`src/rtl/systolic_feeder_if.sv`:
```
// Tile input handshake and skewed array-edge outputs of the systolic feeder.
interface systolic_feeder_if #(
  parameter int unsigned ARRAY_SIZE = 8,
  parameter int unsigned DATA_WIDTH = 4
);
  localparam int unsigned VW = ARRAY_SIZE * DATA_WIDTH;

  logic          in_valid;
  logic          in_ready;
  logic [VW-1:0] in_act;
  logic [VW-1:0] in_weight;
  logic          load;
  logic [VW-1:0] activations;
  logic [VW-1:0] weights;
  logic          busy;
  logic          done;

  modport slave (
    input  in_valid, in_act, in_weight,
    output in_ready, load, activations, weights, busy, done
  );

  modport master (
    output in_valid, in_act, in_weight,
    input  in_ready, load, activations, weights, busy, done
  );
endinterface

```
`src/rtl/systolic_feeder.sv`:
```
// Buffers one tile of activation/weight vectors, then replays it to the MAC array
// with lane i delayed by i cycles, followed by a zero flush and a done pulse.
module systolic_feeder #(
  parameter int unsigned ARRAY_SIZE   = 8,
  parameter int unsigned DATA_WIDTH   = 4,
  parameter int unsigned FLUSH_CYCLES = ARRAY_SIZE
) (
  input  logic              clk,
  input  logic              reset,
  systolic_feeder_if.slave  bus
);
  localparam int unsigned VW    = ARRAY_SIZE * DATA_WIDTH;
  localparam int unsigned STEPS = 2 * ARRAY_SIZE - 1;
  localparam int unsigned KW    = $clog2(ARRAY_SIZE) + 1;
  localparam int unsigned TW    = $clog2(STEPS) + 1;
  localparam int unsigned FW    = $clog2((FLUSH_CYCLES > 0) ? FLUSH_CYCLES : 1) + 1;
  localparam int unsigned AW    = (ARRAY_SIZE > 1) ? $clog2(ARRAY_SIZE) : 1;
  localparam int unsigned FLAST = (FLUSH_CYCLES > 0) ? FLUSH_CYCLES - 1 : 0;

  typedef enum logic [1:0] {S_FILL, S_STREAM, S_FLUSH, S_DONE} state_t;

  state_t        r_state, w_state_nxt;
  logic [KW-1:0] r_k, w_k_nxt;
  logic [TW-1:0] r_t, w_t_nxt;
  logic [FW-1:0] r_f, w_f_nxt;

  logic [VW-1:0] r_act_buf [ARRAY_SIZE];
  logic [VW-1:0] r_wt_buf  [ARRAY_SIZE];

  logic          r_in_ready, r_load, r_busy, r_done;
  logic [VW-1:0] r_act, r_wt;
  logic          w_in_ready, w_load, w_busy, w_done;
  logic [VW-1:0] w_act, w_wt;
  logic          w_accept;
  int            w_idx;

  assign w_accept = (r_state == S_FILL) && bus.in_valid;

  // Next state, counters, and the registered output image of the next cycle.
  always_comb begin
    w_state_nxt = r_state;
    w_k_nxt     = r_k;
    w_t_nxt     = r_t;
    w_f_nxt     = r_f;
    w_act       = '0;
    w_wt        = '0;
    w_idx       = 0;

    case (r_state)
      S_FILL: begin
        if (w_accept) begin
          if (r_k == KW'(ARRAY_SIZE - 1)) begin
            w_state_nxt = S_STREAM;
            w_k_nxt     = '0;
            w_t_nxt     = '0;
          end else begin
            w_k_nxt = r_k + KW'(1);
          end
        end
      end
      S_STREAM: begin
        if (r_t == TW'(STEPS - 1)) begin
          w_t_nxt     = '0;
          w_f_nxt     = '0;
          w_state_nxt = (FLUSH_CYCLES == 0) ? S_DONE : S_FLUSH;
        end else begin
          w_t_nxt = r_t + TW'(1);
        end
      end
      S_FLUSH: begin
        if (r_f == FW'(FLAST)) begin
          w_f_nxt     = '0;
          w_state_nxt = S_DONE;
        end else begin
          w_f_nxt = r_f + FW'(1);
        end
      end
      S_DONE:  w_state_nxt = S_FILL;
      default: w_state_nxt = S_FILL;
    endcase

    w_in_ready = (w_state_nxt == S_FILL);
    w_load     = (w_state_nxt == S_STREAM) || (w_state_nxt == S_FLUSH);
    w_busy     = (w_state_nxt != S_FILL);
    w_done     = (w_state_nxt == S_DONE);

    // Diagonal skew; the vector being accepted this edge is bypassed in case step 0 needs it.
    if (w_state_nxt == S_STREAM) begin
      for (int i = 0; i < int'(ARRAY_SIZE); i++) begin
        w_idx = int'(w_t_nxt) - i;
        if (w_idx >= 0 && w_idx < int'(ARRAY_SIZE)) begin
          if (w_accept && int'(r_k) == w_idx) begin
            w_act[i*DATA_WIDTH +: DATA_WIDTH] = bus.in_act[i*DATA_WIDTH +: DATA_WIDTH];
            w_wt[i*DATA_WIDTH +: DATA_WIDTH]  = bus.in_weight[i*DATA_WIDTH +: DATA_WIDTH];
          end else begin
            w_act[i*DATA_WIDTH +: DATA_WIDTH] = r_act_buf[AW'(w_idx)][i*DATA_WIDTH +: DATA_WIDTH];
            w_wt[i*DATA_WIDTH +: DATA_WIDTH]  = r_wt_buf[AW'(w_idx)][i*DATA_WIDTH +: DATA_WIDTH];
          end
        end
      end
    end
  end

  always_ff @(posedge clk or negedge reset) begin
    if (!reset) begin
      r_state    <= S_FILL;
      r_k        <= '0;
      r_t        <= '0;
      r_f        <= '0;
      r_in_ready <= 1'b1;
      r_load     <= 1'b0;
      r_busy     <= 1'b0;
      r_done     <= 1'b0;
      r_act      <= '0;
      r_wt       <= '0;
    end else begin
      r_state    <= w_state_nxt;
      r_k        <= w_k_nxt;
      r_t        <= w_t_nxt;
      r_f        <= w_f_nxt;
      r_in_ready <= w_in_ready;
      r_load     <= w_load;
      r_busy     <= w_busy;
      r_done     <= w_done;
      r_act      <= w_act;
      r_wt       <= w_wt;
    end
  end

  // Tile storage; contents are only observable once a full tile has been accepted.
  always_ff @(posedge clk) begin
    if (w_accept) begin
      r_act_buf[r_k[AW-1:0]] <= bus.in_act;
      r_wt_buf[r_k[AW-1:0]]  <= bus.in_weight;
    end
  end

  assign bus.in_ready    = r_in_ready;
  assign bus.load        = r_load;
  assign bus.busy        = r_busy;
  assign bus.done        = r_done;
  assign bus.activations = r_act;
  assign bus.weights     = r_wt;
endmodule

```
`src/flat_wrapper.sv`:
```
// flat-port wrapper written by rule: the top's interface ports become plain ports
module systolic_feeder_flat 
#(
  parameter int unsigned ARRAY_SIZE   = 8,
  parameter int unsigned DATA_WIDTH   = 4,
  parameter int unsigned FLUSH_CYCLES = ARRAY_SIZE
)
  (clk, reset, bus_in_valid, bus_in_act, bus_in_weight, bus_in_ready, bus_load, bus_activations, bus_weights, bus_busy, bus_done);
  systolic_feeder_if #(.ARRAY_SIZE(ARRAY_SIZE), .DATA_WIDTH(DATA_WIDTH)) bus_i ();
  input  logic clk;
  input  logic reset;
  input wire logic [$bits(bus_i.in_valid)-1:0] bus_in_valid;
  input wire logic [$bits(bus_i.in_act)-1:0] bus_in_act;
  input wire logic [$bits(bus_i.in_weight)-1:0] bus_in_weight;
  output wire logic [$bits(bus_i.in_ready)-1:0] bus_in_ready;
  output wire logic [$bits(bus_i.load)-1:0] bus_load;
  output wire logic [$bits(bus_i.activations)-1:0] bus_activations;
  output wire logic [$bits(bus_i.weights)-1:0] bus_weights;
  output wire logic [$bits(bus_i.busy)-1:0] bus_busy;
  output wire logic [$bits(bus_i.done)-1:0] bus_done;
  assign bus_i.in_valid = bus_in_valid;
  assign bus_i.in_act = bus_in_act;
  assign bus_i.in_weight = bus_in_weight;
  assign bus_in_ready = bus_i.in_ready;
  assign bus_load = bus_i.load;
  assign bus_activations = bus_i.activations;
  assign bus_weights = bus_i.weights;
  assign bus_busy = bus_i.busy;
  assign bus_done = bus_i.done;
  systolic_feeder #(.ARRAY_SIZE(ARRAY_SIZE), .DATA_WIDTH(DATA_WIDTH), .FLUSH_CYCLES(FLUSH_CYCLES)) u_core (.clk(clk), .reset(reset), .bus(bus_i));
endmodule
```
`config.mk`:
```
export PLATFORM = sky130hd
export DESIGN_NAME = systolic_feeder_flat
export DESIGN_NICKNAME = d
export VERILOG_FILES = /design/src/rtl/systolic_feeder_if.sv /design/src/rtl/systolic_feeder.sv /design/src/flat_wrapper.sv
export SDC_FILE = /design/constraint.sdc
export NUM_CORES = 1
export LEC_CHECK = 0
export ABC_CLOCK_PERIOD_IN_PS = 14680
export CELL_PAD_IN_SITES_DETAIL_PLACEMENT = 0
export CELL_PAD_IN_SITES_GLOBAL_PLACEMENT = 1
export CORE_MARGIN = 1
export CORE_UTILIZATION = 35
export DETAILED_ROUTE_END_ITERATION = 10
export PLACE_DENSITY = 0.64
export SLEW_MARGIN = 10
export SYNTH_ARGS = -nofsm -noshare
export SYNTH_HDL_FRONTEND = slang
export SYNTH_SLANG_ARGS = --single-unit
```
`constraint.sdc`:
```
create_clock -name clk -period 14.68 [get_ports clk]
set_input_delay 2.936 -clock clk [delete_from_list [all_inputs] [get_ports clk]]
set_output_delay 2.936 -clock clk [all_outputs]
set_load 0.02 [all_outputs]
```
==> results_dict.tcl, run 1 <==
set metrics [dict create \
    cts_root_buf "clkbuf_16" \
    drc_errors 0 \
    final_antenna_net_count 0 \
    nNetsFinal 1580 \
    pre_cts_slack_ns 7.100 \
    ys_seq_area_frac 0.7152 \
    period_minus_slack_ns 6.904 \
    ys_warn_count 0 \
    cp_max_fo 33 \
    place.gp.congestion 0.7972 \
    port_buffers 134 \
    clock.fmax_mhz 144.8 \
    leakage_uw 0.01034 \
    ys_top_cells_by_area "edfxtp_1, mux2i_1, dfrtp_1" \
    syn_avg_cell_area_um2 18.16 \
    power.total_uw 6514 \
    status "completed" \
    synthCells 1344 \
    clk_path_buf_depth 3 \
    netlist_top_cells_count "edfxtp_1, mux2i_1, dfrtp_1" \
    rr_worst_depth 13 \
    powerDensity_nw_per_um2 226.2 \
    track_usage 0.1567 \
    final_util 0.4184 \
    grt_pass1_vias 13070 \
    synth_top_cell_by_area "edfxtp_1" \
    tns_ns 0 \
    antenna_found_initial 0 \
    clock-sinks 595 \
    cts_tree "done" \
    synth_nets 1429 \
    synth_top_area_frac 0.6301 \
    drive_above_1_share 0.1643 \
    ys_types 63 \
    start_util 0.3545 \
    hold_class "flip-flop to flip-flop" \
    rr_startpoint "u_core.r_k[1]" \
    synthArstFlopShare 0.1395 \
    dr_total_vias 12350 \
    dieArea_um2 70780 \
    insertion_delay_ns 0.62 \
    drt-pass1-iter-count 5 \
    n_fill_cell 6044 \
    ff2ff_setup_slack_ns 10.07 \
    period_share 0.4703 \
    n_antenna_cell 0 \
    crit_required_ns 15.19 \
    viasPerCell 4.987 \
    grt_pass1_wl_um 82670 \
    synth_area_um2 24400 \
    clk_pin_slew_ns 0.06 \
    worst_slew_pin_slew_ns 1.174 \
    numCtsBuffers 59 \
    hp-start "u_core.r_f[0]" \
    regArea_um2 17450 \
    setup_ws_ns 7.776 \
    cts_setup_buffers 0 \
    grt_overflow 0 \
    die_y_um 266.0 \
    drv_cap 0 \
    crit_path_start_kind "primary input" \
    multi_input_area_um2 6600 \
    area_growth_pct 18.02 \
    slew_violations 0 \
    cts_max_level 2 \
    r2r-end "u_core.bus.weights[14]" \
    finalWirelength_um 54760 \
    arrival_ns 7.42 \
    fp.dieW_um 266.0 \
    cts_resized 0 \
    yosys_register_bits 595 \
    grt_start_max_net_pins 134 \
    hold_viol 0 \
    worstHoldPathCells 1 \
    ys.flop_type "edfxtp_1" \
    relSlewSlack 0.2171 \
    hold_path_end "u_core.r_f[0]" \
    synth.most_common_cell "edfxtp_1" \
    dp_hpwl_um 30610 \
    ir_worst_vdd_mv 0.2388 \
    crit_type "primary input to flip-flop" \
    core_um2 68830 \
    rsz0062_at_grt "false" \
    fin_skew_ns 0.02431 \
    drt_iter0_markers 883 \
    cts_hold_buf 0 \
    io_pins 135 \
    wl_per_cell_um 22.11 \
    rows 96 \
    synth_edf_count 512 \
    end_kind "flip-flop" \
    setup_viol 0 \
]
-- kinds of logic (layout without fill, tap and decap cells) --
family                   Yosys count  after routing  share of synthesized area
buffers and inverters             88            290                    0.01795
XOR/XNOR                          24             24                    0.01005
flip-flops                       595            595                     0.7152
adder cells (fa/ha/maj)           18             18                   0.009230
AO/OA/AOI/OAI                    123            123                    0.03881
AND/OR/NAND/NOR                  174            174                    0.03764
multiplexers                     322            322                     0.1711
-- metal layers --
metal | GRT usage | routed length (um) | vias up
li1 | - | - | 5635
met1 | 0.2149 | 24750 | 6415
met2 | 0.2608 | 26860 | 233
met3 | 0.02634 | 2226 | 71
met4 | 0.03557 | 916 | 0
met5 | 0 | 0 | -
-- worst max-delay path, cell delays in order --
cell and delay (ns):
clkdlybuf4s50_1 0.51, or3b_2 0.62, o22ai_2 0.29, nor2_4 0.06
buf_4 0.28, ha_2 0.38, buf_4 0.56, xnor2_1 0.18
nor2_1 0.11, nand2_1 0.23, nor4b_1 0.33, nand3b_1 0.54
mux2i_1 0.35
-- through the flow --
stage | instance area, um^2 | cells | hold WS [ns]
final | 28800 | 2477 | 0.5342
after global routing | 28800 | 2477 | 0.5683
after CTS | 28800 | 2477 | 0.5373
after detailed placement | 26840 | 2365 | 0.5164
after global placement | 26840 | 2365 | 0.5063
after floorplan | 24400 | 1344 | 0.4824
-- worst max path at each step --
stage,startpoint,to,slack (ns),cells past startpoint
final,bus_in_valid,u_core.bus.weights[14],7.78,13
after global placement,bus_in_valid,u_core.bus.weights[13],7.13,13
after detailed placement,bus_in_valid,u_core.bus.activations[12],7.10,13
after floorplan,bus_in_valid,u_core.r_act_buf[0][0],4.43,3
after global routing,bus_in_valid,u_core.bus.weights[12],7.39,13
after CTS,bus_in_valid,u_core.bus.activations[12],7.74,13
-- placed cells by master (no fill, tap or decap), types with 26 or more instances in the layout --
cell,n
nand2_1,40
mux2i_1,209
mux4_2,72
clkdlybuf4s50_1,133
nand3_1,28
buf_4,26
edfxtp_1,512
o211a_1,29
dfrtp_1,82
mux2_2,41
nand2b_1,28
clkbuf_16,60
-- final cells by class --
class	instances	area share
sequential	595	0.6060
tap	931	0.04045
clock inverter	28	0.01073
inverter	18	0.002607
multi-input combinational	661	0.2292
clock buffer	84	0.05735
timing repair buffer	160	0.05370
-- sequential cells by signal, summed over array words and instances, names as in the netlist, 2 cells and up --
register,flops
u_core.bus.activations,32
u_core.bus.weights,32
u_core.r_act_buf,256
u_core.r_f,4
u_core.r_k,4
u_core.r_state,2
u_core.r_t,5
u_core.r_wt_buf,256
-- where the power goes --
| group | total (uW) | switching [uW] | internal (uW) | leakage, uW |
|---|---|---|---|---|
| sequential | 2220 | 104 | 2120 | 0.00577 |
| clock | 1510 | 622 | 888 | 0.000951 |
| combinational | 2780 | 1510 | 1260 | 0.00363 |
(Power assumes the default switching activity.)
==> run 2: changes to the inputs <==
--- a/config.mk
+++ b/config.mk
@@ -5,7 +5,7 @@
 export SDC_FILE = /design/constraint.sdc
 export NUM_CORES = 1
 export LEC_CHECK = 0
-export ABC_CLOCK_PERIOD_IN_PS = 14680
+export ABC_CLOCK_PERIOD_IN_PS = 7000
 export CELL_PAD_IN_SITES_DETAIL_PLACEMENT = 0
 export CELL_PAD_IN_SITES_GLOBAL_PLACEMENT = 1
 export CORE_MARGIN = 1
==> constraint.sdc (replaced) <==
create_clock -name clk -period 7 [get_ports clk]
set_input_delay 1.4 -clock clk [delete_from_list [all_inputs] [get_ports clk]]
set_output_delay 1.4 -clock clk [all_outputs]
set_load 0.02 [all_outputs]
==> run 2 against run 1 <==
Global-route usage is essentially flat. Clock power increased by 100%. Clock-buffer cell count up 9. Critical path type unchanged. Critical endpoint is now u_core.bus.weights[20].
==> results_dict.tcl, run 2 (synthesis gave the netlist of run 1 again) <==
set metrics [dict create \
    crit_type "primary input to flip-flop" \
    crit_required_ns 7.54 \
    cp_max_fo 19 \
    ff2ff_setup_slack_ns 2.40 \
    cts_max_level 2 \
    io_pins 135 \
    fin_skew_ns 0.01328 \
    rsz0062_at_grt "false" \
    rr_startpoint "u_core.r_k[0]" \
    power.net_switching_uw 4728 \
    fp.dieW_um 266.0 \
    insertion_delay_ns 0.60 \
    start_util 0.3545 \
    place_inst 2373 \
    finalNonFillerCells 2485 \
    cp-endpoint "u_core.bus.weights[20]" \
    leakage_uw 0.01037 \
    status "completed" \
    final_antenna_net_count 0 \
    wl_per_cell_um 22.36 \
    tns_ns 0 \
    relSlewSlack 0.2841 \
    drt_iter0_markers 928 \
    nNetsFinal 1588 \
    powerDensity_nw_per_um2 472.3 \
    cts_resized 0 \
    port_buffers 134 \
    core_um2 68830 \
    dr_total_vias 12520 \
    netSwitchingFraction 0.3472 \
    r2r-end "u_core.bus.weights[20]" \
    drc_errors 0 \
    drt-pass1-iter-count 5 \
    clk_pin_slew_ns 0.06 \
    final_cell_mix "edfxtp_1, mux2i_1, clkdlybuf4s50_1, dfrtp_1, mux4_2" \
    seqPwrFrac 0.343 \
    ir_worst_vdd_mv 0.3900 \
    period_minus_slack_ns 4.947 \
    startpoint "bus_in_valid" \
    arrival_ns 5.48 \
    viasPerCell 5.037 \
    cts_hold_buf 0 \
    worst_slew_pin_slew_ns 1.068 \
    cts_tree "done" \
    comb_power_share 0.431 \
    grt_pass1_vias 13160 \
    intPower_uw 8890 \
    dp_hpwl_um 31160 \
    area_growth_pct 18.16 \
    rows 96 \
    drive_above_1_share 0.1656 \
    drv_cap 0 \
    clkPwrFrac 0.226 \
    cts_setup_buffers 0 \
    setup_viol 0 \
    clock.fmax_mhz 202.1 \
    grt_pass1_wl_um 83260 \
    die_y_um 266.0 \
    grt_overflow 0 \
    crit_path_start_kind "primary input" \
    end_kind "flip-flop" \
    cts_root_buf "clkbuf_16" \
    hold_viol 0 \
    place.gp.congestion 0.8010 \
    grt_start_max_net_pins 78 \
    numCtsBuffers 59 \
    antenna_found_initial 4 \
    rr_worst_depth 9 \
    finalWirelength_um 55550 \
    clock-sinks 595 \
    hold_class "flip-flop to flip-flop" \
    dieArea_um2 70780 \
    track_usage 0.1572 \
    period_share 0.7067 \
    clk_path_buf_depth 3 \
    layout_commonest_cell "edfxtp_1" \
    slew_violations 0 \
]
==> run 2: metrics by stage <==
step                cell area (um^2)  worst slack, ns  hold WS, ns  total power [uW]    util
detailed placement             26940            1.425       0.5270             10710  0.3914
finish                         28830            2.053       0.5301             13620  0.4189
global placement               26940            1.526       0.5103             10680  0.3914
floorplan                      24410          0.02081       0.4824              9044       -
global route                   28830            1.711       0.5768             14330  0.4189
CTS                            28830            2.089       0.5297             13830  0.4189
==> run 2: layer usage <==
layer  up-vias  track usage  wire [um]
li1       5661            -          -
met1      6546       0.2145      25170
met2       227       0.2613      27150
met3        79      0.02440       2052
met4         4      0.04225       1162
met5         -            0         18
==> run 2: layout make-up <==
class                           instances  area, um^2
Fill cell                            6071       39990
Timing Repair Buffer                  168        1632
Tap cell                              931        1165
Inverter                               18       75.07
Multi-Input combinational cell        661        6611
Antenna cell                            2       5.005
Clock inverter                         17       136.4
Sequential cell                       595       17450
Clock buffer                           93        1757
==> run 2: worst min-delay path by stage <==
stage,startpoint,end,slack (ns),cells after the start
after CTS,u_core.r_f[0],u_core.r_f[0],0.53,1
after global routing,u_core.r_f[0],u_core.r_f[0],0.58,1
after floorplan,u_core.r_f[3],u_core.r_f[3],0.48,2
after detailed placement,u_core.r_f[0],u_core.r_f[0],0.53,1
final,u_core.r_f[0],u_core.r_f[0],0.53,1
after global placement,u_core.r_f[3],u_core.r_f[3],0.51,2
==> run 2: worst max-delay path, stage by stage <==
cell and delay, ns:
clkdlybuf4s50_1 0.53, or3b_2 0.64, o22ai_2 0.29, nor2_4 0.09
buf_4 0.27, ha_1 0.36, a31oi_1 0.40, o21ai_0 0.15
o22ai_1 0.75, or3_1 0.39, o211a_1 0.19
==> run 2: power groups by stage <==
stage	logic (uW)	clock network [uW]	registers, uW
global placement	5940	0	4740
CTS	5990	3160	4680
global route	6320	3290	4720
floorplan	4190	0	4850
detailed placement	5960	0	4750
finish	5870	3070	4670
